[config.mk]
export PLATFORM = sky130hd
export DESIGN_NAME = velocity_cell_stream_ctrl
export DESIGN_NICKNAME = d
export VERILOG_FILES = /design/src/rtl/velocity_cell_stream_ctrl_pkg.sv /design/src/rtl/vel_skid_fifo2.sv /design/src/rtl/velocity_cell_stream_ctrl.sv
export SDC_FILE = /design/constraint.sdc
export NUM_CORES = 1
export LEC_CHECK = 0
export CAP_MARGIN = 0
export CORE_ASPECT_RATIO = 1.25
export CORE_UTILIZATION = 30
export CTS_BUF_LIST = sky130_fd_sc_hd__clkbuf_8
export DETAILED_ROUTE_END_ITERATION = 10
export HOLD_SLACK_MARGIN = 0.08
export MAX_ROUTING_LAYER = met4
export SETUP_SLACK_MARGIN = 0.4
export SYNTH_ARGS = -nofsm -noshare
export SYNTH_HDL_FRONTEND = slang
export SYNTH_SLANG_ARGS = --single-unit
[constraint.sdc]
create_clock -name clk -period 24.6 [get_ports clk]
set_clock_uncertainty 0.05 [all_clocks]
set_input_delay 3.69 -clock clk [delete_from_list [all_inputs] [get_ports clk]]
set_output_delay 3.69 -clock clk [all_outputs]
set_load 0.01 [all_outputs]
[src/rtl/velocity_cell_stream_ctrl_pkg.sv]
// Shared definitions for the cell velocity stream controller: state encoding,
// fixed RAM layout and the velocity word field positions.
package velocity_cell_stream_ctrl_pkg;

    typedef enum logic [2:0] {
        ST_IDLE     = 3'd0,
        ST_RD_CNT   = 3'd1,
        ST_CNT_WAIT = 3'd2,
        ST_STREAM   = 3'd3,
        ST_WRITE    = 3'd4,
        ST_FIN      = 3'd5
    } vel_state_e;

    localparam int unsigned VEL_COUNT_ADDR = 0;
    localparam int unsigned FIFO_DEPTH     = 2;

    // velocity word layout {vz, vy, vx}
    localparam int unsigned VX_LSB = 0;
    localparam int unsigned VX_MSB = 31;
    localparam int unsigned VY_LSB = 32;
    localparam int unsigned VY_MSB = 63;
    localparam int unsigned VZ_LSB = 64;
    localparam int unsigned VZ_MSB = 95;

endpackage

[src/rtl/vel_skid_fifo2.sv]
// Two-entry FIFO holding {index, velocity} pairs between the RAM read port
// and the output stream; the head entry is presented from registers.
module vel_skid_fifo2
    import velocity_cell_stream_ctrl_pkg::*;
#(
    parameter int unsigned IW = 8,
    parameter int unsigned DW = 96
) (
    input  logic          clk,
    input  logic          rst,
    input  logic          push,
    input  logic [IW-1:0] push_index,
    input  logic [DW-1:0] push_velocity,
    input  logic          pop,
    output logic [IW-1:0] head_index,
    output logic [DW-1:0] head_velocity,
    output logic          full,
    output logic          empty,
    output logic [1:0]    count
);

    logic [IW-1:0] idx_q [2];
    logic [DW-1:0] vel_q [2];
    logic          wr_sel;
    logic          rd_sel;

    always_ff @(posedge clk) begin
        if (rst) begin
            for (int i = 0; i < 2; i++) begin
                idx_q[i] <= '0;
                vel_q[i] <= '0;
            end
            wr_sel <= 1'b0;
            rd_sel <= 1'b0;
            count  <= 2'd0;
        end else begin
            if (push) begin
                idx_q[wr_sel] <= push_index;
                vel_q[wr_sel] <= push_velocity;
                wr_sel        <= ~wr_sel;
            end
            if (pop) begin
                rd_sel <= ~rd_sel;
            end
            case ({push, pop})
                2'b10:   count <= count + 2'd1;
                2'b01:   count <= count - 2'd1;
                default: count <= count;
            endcase
        end
    end

    assign head_index    = idx_q[rd_sel];
    assign head_velocity = vel_q[rd_sel];
    assign full          = (count == 2'(FIFO_DEPTH));
    assign empty         = (count == 2'd0);

endmodule

[src/rtl/velocity_cell_stream_ctrl.sv]
// Sequencer for one cell velocity RAM: a read pass streams the stored words
// out with backpressure, a write pass stores the updated words back in order.
module velocity_cell_stream_ctrl
    import velocity_cell_stream_ctrl_pkg::*;
#(
    parameter int unsigned DATA_WIDTH   = 96,
    parameter int unsigned PARTICLE_NUM = 220,
    parameter int unsigned ADDR_WIDTH   = 8
) (
    input  logic                  clk,
    input  logic                  rst,
    input  logic                  start_rd,
    input  logic                  start_wr,
    output logic                  busy,
    output logic                  done,
    output logic                  count_err,
    output logic [ADDR_WIDTH-1:0] particle_count,
    output logic [ADDR_WIDTH-1:0] mem_address,
    output logic [DATA_WIDTH-1:0] mem_data,
    output logic                  mem_rden,
    output logic                  mem_wren,
    input  logic [DATA_WIDTH-1:0] mem_q,
    output logic                  out_valid,
    input  logic                  out_ready,
    output logic [DATA_WIDTH-1:0] out_velocity,
    output logic [ADDR_WIDTH-1:0] out_index,
    input  logic                  wb_valid,
    output logic                  wb_ready,
    input  logic [DATA_WIDTH-1:0] wb_velocity
);

    localparam logic [ADDR_WIDTH-1:0] MAX_COUNT = ADDR_WIDTH'(PARTICLE_NUM - 1);

    vel_state_e            state;
    logic [ADDR_WIDTH-1:0] cell_count;
    logic [ADDR_WIDTH-1:0] rd_ptr;
    logic [ADDR_WIDTH-1:0] wr_k;
    logic                  inflight;
    logic [ADDR_WIDTH-1:0] inflight_idx;

    logic [ADDR_WIDTH-1:0] cnt_raw;
    logic [ADDR_WIDTH-1:0] cnt_clamped;
    logic                  cnt_over;
    logic                  fifo_full;
    logic                  fifo_empty;
    logic [1:0]            fifo_count;
    logic [1:0]            occ_after_pop;
    logic [1:0]            pending;
    logic                  fifo_push;
    logic                  pop;
    logic                  last_pop;
    logic                  rd_issue;
    logic                  wr_fire;

    assign cnt_raw     = mem_q[ADDR_WIDTH-1:0];
    assign cnt_over    = (cnt_raw > MAX_COUNT);
    assign cnt_clamped = cnt_over ? MAX_COUNT : cnt_raw;

    assign out_valid = ~fifo_empty;
    assign pop       = out_valid & out_ready;
    assign last_pop  = pop && (out_index == cell_count - ADDR_WIDTH'(1));
    assign fifo_push = inflight & ~fifo_full;

    // A slot freed by this cycle's pop counts as available, so a held-high
    // out_ready sustains one word per cycle.
    assign occ_after_pop = fifo_count - {1'b0, pop};
    assign pending       = occ_after_pop + {1'b0, inflight};
    assign rd_issue      = (state == ST_STREAM) && (pending < 2'd2) && (rd_ptr <= cell_count);

    assign wb_ready       = (state == ST_WRITE);
    assign wr_fire        = wb_valid & wb_ready;
    assign busy           = (state != ST_IDLE);
    assign done           = (state == ST_FIN);
    assign particle_count = cell_count;

    vel_skid_fifo2 #(
        .IW (ADDR_WIDTH),
        .DW (DATA_WIDTH)
    ) u_fifo (
        .clk           (clk),
        .rst           (rst),
        .push          (fifo_push),
        .push_index    (inflight_idx),
        .push_velocity (mem_q),
        .pop           (pop),
        .head_index    (out_index),
        .head_velocity (out_velocity),
        .full          (fifo_full),
        .empty         (fifo_empty),
        .count         (fifo_count)
    );

    // RAM port: count read, streaming reads and write-back; silent in reset
    always_comb begin
        mem_rden    = 1'b0;
        mem_wren    = 1'b0;
        mem_address = '0;
        mem_data    = '0;
        if (!rst) begin
            if (state == ST_RD_CNT) begin
                mem_rden    = 1'b1;
                mem_address = ADDR_WIDTH'(VEL_COUNT_ADDR);
            end else if (rd_issue) begin
                mem_rden    = 1'b1;
                mem_address = rd_ptr;
            end else if (wr_fire) begin
                mem_wren    = 1'b1;
                mem_address = wr_k + ADDR_WIDTH'(1);
                mem_data    = wb_velocity;
            end
        end
    end

    // pass sequencing and counters
    always_ff @(posedge clk) begin
        if (rst) begin
            state        <= ST_IDLE;
            cell_count   <= '0;
            count_err    <= 1'b0;
            rd_ptr       <= '0;
            wr_k         <= '0;
            inflight     <= 1'b0;
            inflight_idx <= '0;
        end else begin
            inflight <= rd_issue;
            if (rd_issue) begin
                inflight_idx <= rd_ptr - ADDR_WIDTH'(1);
                rd_ptr       <= rd_ptr + ADDR_WIDTH'(1);
            end
            unique case (state)
                ST_IDLE: begin
                    if (start_rd) begin
                        count_err <= 1'b0;
                        state     <= ST_RD_CNT;
                    end else if (start_wr) begin
                        wr_k  <= '0;
                        state <= (cell_count == '0) ? ST_FIN : ST_WRITE;
                    end
                end
                ST_RD_CNT: state <= ST_CNT_WAIT;
                ST_CNT_WAIT: begin
                    cell_count <= cnt_clamped;
                    if (cnt_over) begin
                        count_err <= 1'b1;
                    end
                    rd_ptr <= ADDR_WIDTH'(1);
                    state  <= (cnt_clamped == '0) ? ST_FIN : ST_STREAM;
                end
                ST_STREAM: begin
                    if (last_pop) begin
                        state <= ST_FIN;
                    end
                end
                ST_WRITE: begin
                    if (wr_fire) begin
                        wr_k <= wr_k + ADDR_WIDTH'(1);
                        if (wr_k == cell_count - ADDR_WIDTH'(1)) begin
                            state <= ST_FIN;
                        end
                    end
                end
                ST_FIN:  state <= ST_IDLE;
                default: state <= ST_IDLE;
            endcase
        end
    end

endmodule

Word-level counts from Yosys, hierarchy flattened

Memory sizes are Yosys's and may differ from the RTL's. A register that Yosys moved wholly into a read port is not among the register bits.
Index checks and enable logic that the tools add are counted.

Register bits: 41
Memories: 2
Memory bits (read-only): 0
Bits in writable memories: 208
Latch bits: 0
Word-level logic and storage cells: 116

Multiply operators: 0
Shifts and indexed selects: 0
Eq/ne operators: 18
Reduce and logical (&&, ||, !) cells: 18
Divide/modulo/power cells: 0
$lt $le $gt $ge: 3
$add $sub $neg: 8
Bitwise gates (word level): 7
Multiplexer cells: 49

Memory list:

| memory       | depth | width | rd ports | clocked after Yosys merged registers in | write ports | line                 | source |
|---|---|---|---|---|---|---|---|
| u_fifo.vel_q | 2     | 96    | 1        | 1                                       | 2           | vel_skid_fifo2.sv:23 | `logic [DW-1:0] vel_q [2];` |
| u_fifo.idx_q | 2     | 8     | 1        | 1                                       | 2           | vel_skid_fifo2.sv:22 | `logic [IW-1:0] idx_q [2];` |

Operators with widths:

| kind                | count |
|---|---|
| $mux 96             | 5 |
| $reduce_or 96->1    | 1 |
| $mux 8              | 9 |
| $mux 1              | 25 |
| $mux 3              | 6 |
| $add 8x1->8 const B | 2 |
| $eq 8x8->1          | 2 |
| $logic_not 8->1     | 2 |
| $pmux 8 s2          | 1 |
| $sub 8x1->8 const B | 2 |
| $pmux 3 s5          | 1 |
| $ne 2x2->1 const B  | 5 |
| $gt 8x8->1 const B  | 1 |
| $le 8x8->1          | 1 |
| $reduce_and 4->1    | 2 |
| $reduce_bool 2->1   | 4 |
| $reduce_or 8->1     | 1 |
| $eq 3x2->1 const B  | 2 |
| $eq 3x3->1 const B  | 2 |
| $eq 2x2->1 const B  | 2 |
| $ne 2x1->1 const B  | 2 |
| $not 1->1           | 4 |
| $pmux 2 s2          | 1 |
| $and 1x1->1         | 3 |
| 15 further kinds    | 17 |

Depth between registers and ports, before layout

Gate-level depths: netlist of the first run.

Word-level depth: 11
Gate-level depth with buffers: 11

Hierarchy

From an unflattened synthesis of the first run, not the netlist that was laid out.

Cells, all modules: 1141
Area, all modules: 12773.5 µm²

Modules (own cells, without submodules):

| module                    | cells an instance | instances | area each (µm²) | sequential area each (µm²) |
|---|---|---|---|---|
| vel_skid_fifo2            | 695               | 1         | 9546.7          | 6346.1 |
| velocity_cell_stream_ctrl | 446               | 1         | 3226.8          | 740.7 |

Worst setup path after synthesis of the first run

Ideal clock, no wire load.

Path kind: input-to-output
Start point: input port out_ready
End point: output port mem_address[0]
Required time: 20860 ps
Data arrival time: 5212 ps
Buffers on the path: 1
Slack: 15648 ps
Cell stages on the path: 9
Path through: and2_1 > ha_1 > nor2b_1 > xnor2_1 > and2_1 > and3_1 > clkbuf_1 > nand3_1 > o21ai_0

Cells in the longest elaborated chain, start to end: 9

RTL lines:

| element                        | line                             | source |
|---|---|---|
| start: declaration             | velocity_cell_stream_ctrl.sv:24  | `input logic out_ready,` |
| $and 1x1->1                    | velocity_cell_stream_ctrl.sv:60  | `assign pop = out_valid & out_ready;` |
| $sub 2x1->2                    | velocity_cell_stream_ctrl.sv:66  | `assign occ_after_pop = fifo_count - {1'b0, pop};` |
| $add 2x1->2                    | velocity_cell_stream_ctrl.sv:67  | `assign pending = occ_after_pop + {1'b0, inflight};` |
| $lt 2x2->1                     | velocity_cell_stream_ctrl.sv:68  | `assign rd_issue = (state == ST_STREAM) && (pending < 2'd2) && (rd_ptr <= cell_count);` |
| $logic_and 1x1->1 (2 in a row) | velocity_cell_stream_ctrl.sv:68  |  |
| $mux 8                         | velocity_cell_stream_ctrl.sv:103 | `end else if (rd_issue) begin` |
| $mux 8                         | velocity_cell_stream_ctrl.sv:100 | `if (state == ST_RD_CNT) begin` |
| $mux 8                         | velocity_cell_stream_ctrl.sv:99  | `if (!rst) begin` |
| end: declaration               | velocity_cell_stream_ctrl.sv:18  | `output logic [ADDR_WIDTH-1:0] mem_address,` |

Every way passes these cells.

Worst setup path in the final report of the first run

Start point: input port out_ready
End point: output port mem_address[3]

Cells in the longest elaborated chain, start to end: 9

RTL lines:

| element                        | line                             | source |
|---|---|---|
| $and 1x1->1                    | velocity_cell_stream_ctrl.sv:60  |  |
| net pop                        | velocity_cell_stream_ctrl.sv:50  | `logic pop;` |
| $sub 2x1->2                    | velocity_cell_stream_ctrl.sv:66  |  |
| $add 2x1->2                    | velocity_cell_stream_ctrl.sv:67  |  |
| $lt 2x2->1                     | velocity_cell_stream_ctrl.sv:68  |  |
| $logic_and 1x1->1 (2 in a row) | velocity_cell_stream_ctrl.sv:68  |  |
| $mux 8                         | velocity_cell_stream_ctrl.sv:103 |  |
| $mux 8                         | velocity_cell_stream_ctrl.sv:100 |  |
| $mux 8                         | velocity_cell_stream_ctrl.sv:99  |  |

The timed path passes the listed nets, and every way through them passes these cells.

==> impl.org, run 1 <==
** Run status
- The flow ran to the end, and the final reports show no timing, DRC or antenna violations.

** STA
- Maximum clock frequency :: 95.97 MHz
- The clock period could shrink to 10.42 ns.
- Setup violations remaining at the end of the flow were counted as 0.
- The final max-slew violation count is 0.
- For the pin with the worst max-slew slack, the measured transition is 1.072 ns.
- Adding up every negative setup slack in the final design gives 0 ns.
- Worst slew margin relative to its limit :: 28.50%
- Hold Violations, Final :: 0
- Across all setup checks in the final design, the least slack found is 14.18 ns.
- Of the available clock period, the critical path in the final layout requires 42.36%.
- RSZ-0062 raised after global routing :: no

** Die
- Number of I/O pins :: 421
- Number of standard-cell rows in the floorplan :: 82
- Overall die area :: 41590 sq um
- Measured along the y axis, the die boundary spans 227.8 um.
- Die W :: 182.6 um
- Effective utilization at floorplan :: 30.49%
- The core region is 40120 sq um.

** Setup path
- Counting both buffers and inverters, the worst setup path holds a total of 2.
- The critical path goes through clkdlybuf4s50_1 > and2_1 > ha_1 > nor2b_1 > xnor2_1 > and2_1 > nand3_1 > nor2_1 > a22o_1 > clkdlybuf4s50_1.
- Slowest stage delay, CP :: 0.55 ns
- STA classifies the critical path startpoint as an input port.
- On the critical path the largest part of the delay comes from simple AND/OR/NAND/NOR gates.
- Data on the critical path is required at its endpoint by 20.86 ns.
- Worst Path Max Fanout :: 11
- Critical-path cell with the highest stage delay :: clkdlybuf4s50_1
- STA puts the critical path data arrival time at 6.68 ns.
- The worst setup path is captured at a primary output.
- Worst setup path category :: in2out

** Clocking
- Gates resized during post-CTS repair numbered 0.
- Clock latency on the worst-skew pair, taken at its later pin, is 0.56 ns.
- Clk slew on worst S/H paths :: 0.06 ns
- The clock passes through at most 3 buffers.
- Clock root buffer master :: clkbuf_8
- Htree depth :: 2
- Counting every sink on the clock net gives 250.
- Post-CTS Setup Repair Bufs :: 0
- Clock buffer count from CTS :: 43
- Total of hold buffers inserted after clock tree synthesis :: 0
- TritonCTS clock tree :: done

** Logic synthesis
- After synthesis the netlist holds a flip-flop and latch count of 250.
- By area the synthesized netlist is led by edfxtp_1 (51%), and2_1 (11%), mux2_2 (9.7%).
- The number of nets handed over by synthesis was 1236.
- Unique masters post-synth :: 45
- Count of synthesis-stage warnings from yosys :: 0
- Of all flip-flops after synthesis, the portion carrying an async set or reset was 0%.
- Sequential cell area fraction in the yosys report :: 57.94%
- Average instance area after synthesis :: 11.96 sq um
- Number of enable flip-flop cells after synthesis :: 208
- Commonest register cell after synthesis :: edfxtp_1
- Mapped Cells :: 1023
- Synth top area share :: 51.06%
- The biggest area contributor in the post-synthesis netlist is edfxtp_1.
- The mapped netlist covers 12230 sq um.

** Global routing
- Global-route track usage on met3 :: 4.678%
- Across every metal layer, demand over resource in global routing totals 20.50%.
- Global-route wire length before repair :: 61180 um
- Summed over all layers, the global routing overflow is 0.
- For met2 alone, demand over resource in global routing was 35.15%.
- Entering global routing, the biggest net connects 105 pins.
- Initial antenna violation count :: 8
- After global routing, the most crowded layer is met2.
- For met1 alone, demand over resource in global routing was 22.42%.
- The number of global-route vias before repair came to 9708.

** Power and ir drop
- Overall power consumption after layout is estimated at 1.141 mW.
- P_leak :: 6.886 nW
- Maximum vdd drop :: 0.02910 mV
- Power spread over the standard cell area amounts to 64.16 nW/um^2.

** Drt
- For this run, the detailed router's first-pass iteration total came to 4.
- 1st-iter DRT viols :: 532
- Remaining DRCs :: 0
- Routed wire length :: 42090 um
- The detailed router placed 9475 vias in this run.
- Remaining antenna violation count after routing :: 0
- Routed length per placed instance :: 20.87 um
- After detailed routing, the number of vias per cell comes to 4.698.

** Place
- Prior to clock tree synthesis, the placed netlist has a worst setup slack of 14.25 ns.
- Sum of net half-perimeters after detailed placement :: 29650 um
- Routability-driven placement finished with a final weighted congestion of 0.9277.
- Number of buffer cells added on primary ports :: 420

** Final layout
- Filler instances :: 3755
- Utilization after layout :: 44.34%
- Of the cells placed in the final design, the portion with a size suffix greater than 1 is 12.03%.
- Growth of design area from synthesis to finish :: 45.41%
- Nets@finish :: 1642

** Flow run
- Max capacitance violation total :: 0

** Worst hold path
- The min-delay analysis places its worst path in the category reg2reg.
-- report_power, final --
| part | leakage, nW | internal, mW | switching, mW |
|---|---|---|---|
| registers | 2.49 | 0.483 | 0.0203 |
| clock network | 0.469 | 0.188 | 0.171 |
| logic | 3.93 | 0.137 | 0.142 |
| total | 6.89 | 0.808 | 0.333 |
-- worst paths after layout --
path,cells past startpoint,endpoint,slack [ns],from
setup / recovery,10,mem_address[3],14.18,out_ready
hold / removal,2,count_err,0.45,count_err
setup reg to reg,6,state[2],21.19,flop
hold reg to reg,2,count_err,0.45,count_err
-- final cells by class --
class	instances	area (sq um)	share of cell area (%)
clock buffer	44	605.6	3.405
antenna	8	20.02	0.1126
timing repair buffer	430	4279	24.06
tap	546	683.2	3.841
sequential	250	7091	39.87
inverter	16	60.06	0.3377
clock inverter	35	196.4	1.104
multi-input combinational	688	4851	27.27
-- routing by layer --
layer | wire length [um] | part of all wire (%) | up-vias
li1 | - | - | 4471
met1 | 15980 | 38 | 4546
met2 | 21630 | 51 | 395
met3 | 3011 | 7.2 | 63
met4 | 1466 | 3.5 | 0
met5 | 0 | 0 | -
-- worst register-to-register path: stages, from the launching register on --
cell	delay, ns
dfxtp_4	0.86
buf_4	0.76
mux2_2	0.46
xnor3_1	0.32
or4b_1	0.54
o21ai_1	0.18
and3_1	0.18
-- cell usage in the layout (no fill, tap or decap), types with 2 or more instances in the layout --
cell / count
a211oi_1: 11
a21o_1: 2
a21oi_1: 29
a22o_1: 5
a22oi_1: 2
a31oi_1: 2
and2_1: 213
and3_1: 103
buf_4: 10
bufinv_16: 2
clkbuf_8: 44
clkdlybuf4s50_1: 420
clkinv_1: 11
clkinv_2: 3
dfxtp_1: 41
diode_2: 8
edfxtp_1: 208
ha_1: 15
inv_1: 33
mux2_2: 105
nand2_1: 32
nand2b_1: 2
nand3_1: 11
nand3b_1: 3
nand4_1: 5
nor2_1: 43
nor2b_1: 3
nor3_1: 13
nor4_1: 3
o21a_1: 3
o21ai_0: 17
o21ai_1: 3
o2bb2ai_1: 2
or3_1: 6
xnor2_1: 23
xor2_1: 14
-- sequential cells by signal, indices dropped and copies added (netlist names), named ones only --
name,flops
state,3
u_fifo.count,2
u_fifo.idx_q,16
wr_k,8
particle_count,8
count_err,1
u_fifo.rd_sel,1
u_fifo.wr_sel,1
inflight_idx,8
rd_ptr,8
u_fifo.vel_q,192
inflight,1
-- through the flow --
stage | hold WS [ns] | cell area [sq um] | instances
after floorplan | 0.4313 | 12230 | 1023
after global placement | 0.4368 | 16960 | 1930
after detailed placement | 0.4464 | 16960 | 1930
after CTS | 0.4568 | 17770 | 2009
after global routing | 0.4816 | 17780 | 2016
final | 0.4462 | 17790 | 2017
-- cells in the mapped netlist (all sizes together), types with 6 or more instances --
cell type  number
and2          214
edfxtp        208
mux2          105
and3          104
clkbuf         64
nor2           44
dfxtp          42
nand2          32
a21oi          29
xnor2          23
o21ai          21
inv            16
ha             15
nor3           14
xor2           14
a211oi         11
nand3          11
or3             6
-- cell families after synthesis --
| family | count (synthesis) | synth area share, % |
|---|---|---|
| compound gates | 80 | 3.938 |
| simple gates | 450 | 21.42 |
| buf+inv | 85 | 2.670 |
| fa+ha+maj | 15 | 1.534 |
| flops | 250 | 57.94 |
| xor+xnor | 38 | 2.833 |
| mux | 105 | 9.666 |
(Power assumes the default switching activity.)
==> run 2: changes to the inputs <==
==> constraint.sdc (replaced) <==
create_clock -name clk -period 9.5 [get_ports clk]
set_clock_uncertainty 0.05 [all_clocks]
set_input_delay 1.425 -clock clk [delete_from_list [all_inputs] [get_ports clk]]
set_output_delay 1.425 -clock clk [all_outputs]
set_load 0.01 [all_outputs]
==> run 2 against run 1 <==
  * Clock-buffer cell count unchanged
  * Non-clock buffer count unchanged
  * Combinational power increased to 2.6 times the previous value
  * Sequential power rose to 2.6 times the previous value
  * Sequential cell count stayed put
  * Sequential share of layout area rose by 0.098 points
  * Wire length fell by 0.17%
  * Global-route usage is essentially flat
==> impl.org, run 2 (synthesized netlist as in run 1, its figures left out) <==
** Run status
- Status: completed (unchanged).

** Setup path
- Logic depth of the worst register-to-register path :: 6 (unchanged)
- The data required time at the worst endpoint came to 8.03 ns (was 20.86 ns).
- Type of destination of the critical path :: primary output (unchanged)
- Worst setup path category :: in2out (unchanged)
- Worst Path Max Fanout :: 11 (unchanged)
- CP startpoint kind :: input port (unchanged)
- Arr. time, crit path :: 4.45 ns (was 6.68 ns)
- R2R setup slack :: 6.13 ns (was 21.19 ns)

** Clocking
- TritonCTS clock tree :: done (unchanged)
- The clock buffer count from CTS is 42 (was 43).
- The deepest level of the CTS H-tree was 2 (unchanged).
- The number of resized instances in the post-cts repair step was 0 (unchanged).
- Post-CTS Setup Repair Bufs :: 0 (unchanged)
- The source-to-sink clock delay at the later pin of the worst-skew pair came to 0.56 ns (about the same).
- Clock root buffer master :: clkbuf_8 (unchanged)
- Bufs on Longest Clock Path :: 3 (unchanged)
- Clk slew on worst S/H paths :: 0.06 ns (about the same)
- The number of sinks on the clock net was 250 (unchanged).
- Total of hold buffers inserted after clock tree synthesis :: 0 (unchanged)

** Worst hold path
- Worst Hold Path Cells :: 2 (unchanged)
- The worst min-delay path category is reg2reg (unchanged).

** Global routing
- The pin count of the biggest net entering global routing came to 105 (unchanged).
- The met2 usage is 36.25% (was 35.15%).
- The total global routing overflow is 0 (unchanged).
- GRT met1 Usage :: 22.53% (was 22.42%)
- Overall track demand over capacity in global routing :: 20.45% (was 20.50%)
- The initial antenna violation count came to 5 (was 8).
- Global-route wire length before repair :: 61270 um (was 61180 um)
- Global-route track usage on met3 :: 4.582% (was 4.678%)
- Busiest layer in global routing :: met2 (unchanged)
- The number of global-route vias before repair came to 9813 (was 9708).

** Power and ir drop
- The worst vdd rail ir drop is 0.08328 mV (was 0.02910 mV).
- The power density over cell area is 165.6 nW/um^2 (was 64.16 nW/um^2).
- The static leakage power was 6.862 nW (was 6.886 nW).

** STA
- Dividing the final minimum period by the clock period gives 62.34%.
- Worst slew margin relative to its limit :: 26.36% (was 28.50%)
- The count of endpoints failing setup in the final report came to 0 (unchanged).
- RSZ-0062 raised after global routing :: no (unchanged)
- The number of failing hold endpoints at the final stage was 0 (unchanged).
- Final Slew Violations :: 0 (unchanged)
- Setup TNS Final :: 0 ns (unchanged)
- Transition time at the pin with the least slew margin :: 1.105 ns (was 1.072 ns)
- Worst hold-check slack :: 0.4392 ns (was 0.4462 ns)
- Counting I/O delays and the setup requirement, the final critical path takes 5.923 ns.
- For this run, the top clock speed supported by timing is 168.8 MHz.

** Drt
- First-pass iteration count of the detailed router :: 4 (unchanged)
- The violation count after the first detailed-route iteration was 500 (was 532).
- Routed wire length :: 42020 um (was 42090 um)
- Remaining antenna violation count after routing :: 0 (unchanged)
- Remaining DRCs :: 0 (unchanged)
- The number of vias after detailed routing came to 9532 (was 9475).
- The average via count per standard cell came to 4.754 (was 4.698).
- The average wire per standard cell is 20.96 um (was 20.87 um).

** Flow run
- Max capacitance violation total :: 0 (unchanged)

** Final layout
- The final core utilization came to 44.23% (was 44.34%).
- Largest Register :: u_fifo.vel_q (unchanged)
- Layout cells sized above 1 :: 12.10% (was 12.03%)
- The most common cell after layout, fill and taps aside is clkdlybuf4s50_1 (unchanged).
- Regs by FF count: u_fifo.vel_q: 192 flops, u_fifo.idx_q: 16 flops (unchanged).
- Growth of design area from synthesis to finish :: 45.05% (was 45.41%)
- Max reg flops :: 192 (unchanged)
- The net count reported at finish came to 1641 (was 1642).
- Commonest cells after routing, fill and taps aside :: clkdlybuf4s50_1 (420), and2_1 (213), edfxtp_1 (208), mux2_2 (105), and3_1 (103) (unchanged)

** Die
- The total I/O pin count is 421 (unchanged).
- Die Y :: 227.8 um (unchanged)
- The core area came to 40120 sq um (unchanged).
- The horizontal die dimension was 182.6 um (unchanged).
- Overall die area :: 41590 sq um (unchanged)
- Number of standard-cell rows in the floorplan :: 82 (unchanged)
- Effective utilization at floorplan :: 30.49% (unchanged)

** Place
- The post-DP HPWL is 29710 um (was 29650 um).
- The final estimated routing congestion in global placement was 0.9179 (was 0.9277).
- Number of buffer cells added on primary ports :: 420 (unchanged)
==> run 2: cell types whose count changed in the layout (fill, tap and decap cells not counted) <==
cell	before	now
clkinv_1	11	6
inv_6	1	0
inv_1	33	30
diode_2	8	4
clkinv_2	3	4
==> run 2: final timing paths <==
check / startpoint / end
min: count_err / count_err
min reg2reg: count_err / count_err
max reg2reg: flop / state[2]
max: out_ready / mem_address[4]
==> run 2: where the power goes <==
group | switching [mW] | internal [mW]
Combinational | 0.370 | 0.356
Clock | 0.430 | 0.480
Sequential | 0.0525 | 1.25
==> run 2: critical path: stages <==
cell and delay [ns]:
clkdlybuf4s50_1 0.45, and2_1 0.21, ha_1 0.26, nor2b_1 0.14, xnor2_1 0.19, and2_1 0.23
nand3_1 0.29, nor2_1 0.44, a22o_1 0.24, clkdlybuf4s50_1 0.56
==> run 2: final cells by class <==
type	count	area, sq um
repair buffers	430	4279
clock buffers	44	605.6
clock inverters	27	162.7
well taps	546	683.2
fillers	3786	22370
multi-input cells	688	4851
diodes	4	10.01
inverters	16	60.06
flip-flops and latches	250	7091
==> run 2: metal layers <==
| metal | share of wire [%] | wire length (um) |
|---|---|---|
| met5 | 0 | 0 |
| met1 | 39 | 16240 |
| met2 | 52 | 21680 |
| met3 | 7.2 | 3014 |
| met4 | 2.6 | 1083 |
==> run 2: per-stage QoR <==
| step | instance area [sq um] | setup WS, ns | power, mW | cells |
|---|---|---|---|---|
| CTS | 17730 | 3.637 | 2.973 | 2001 |
| floorplan | 12230 | 0.9031 | 1.706 | 1023 |
| global placement | 16960 | 3.670 | 2.044 | 1930 |
| global route | 17740 | 3.394 | 3.083 | 2004 |
| finish | 17740 | 3.577 | 2.939 | 2005 |
| detailed placement | 16960 | 3.665 | 2.050 | 1930 |
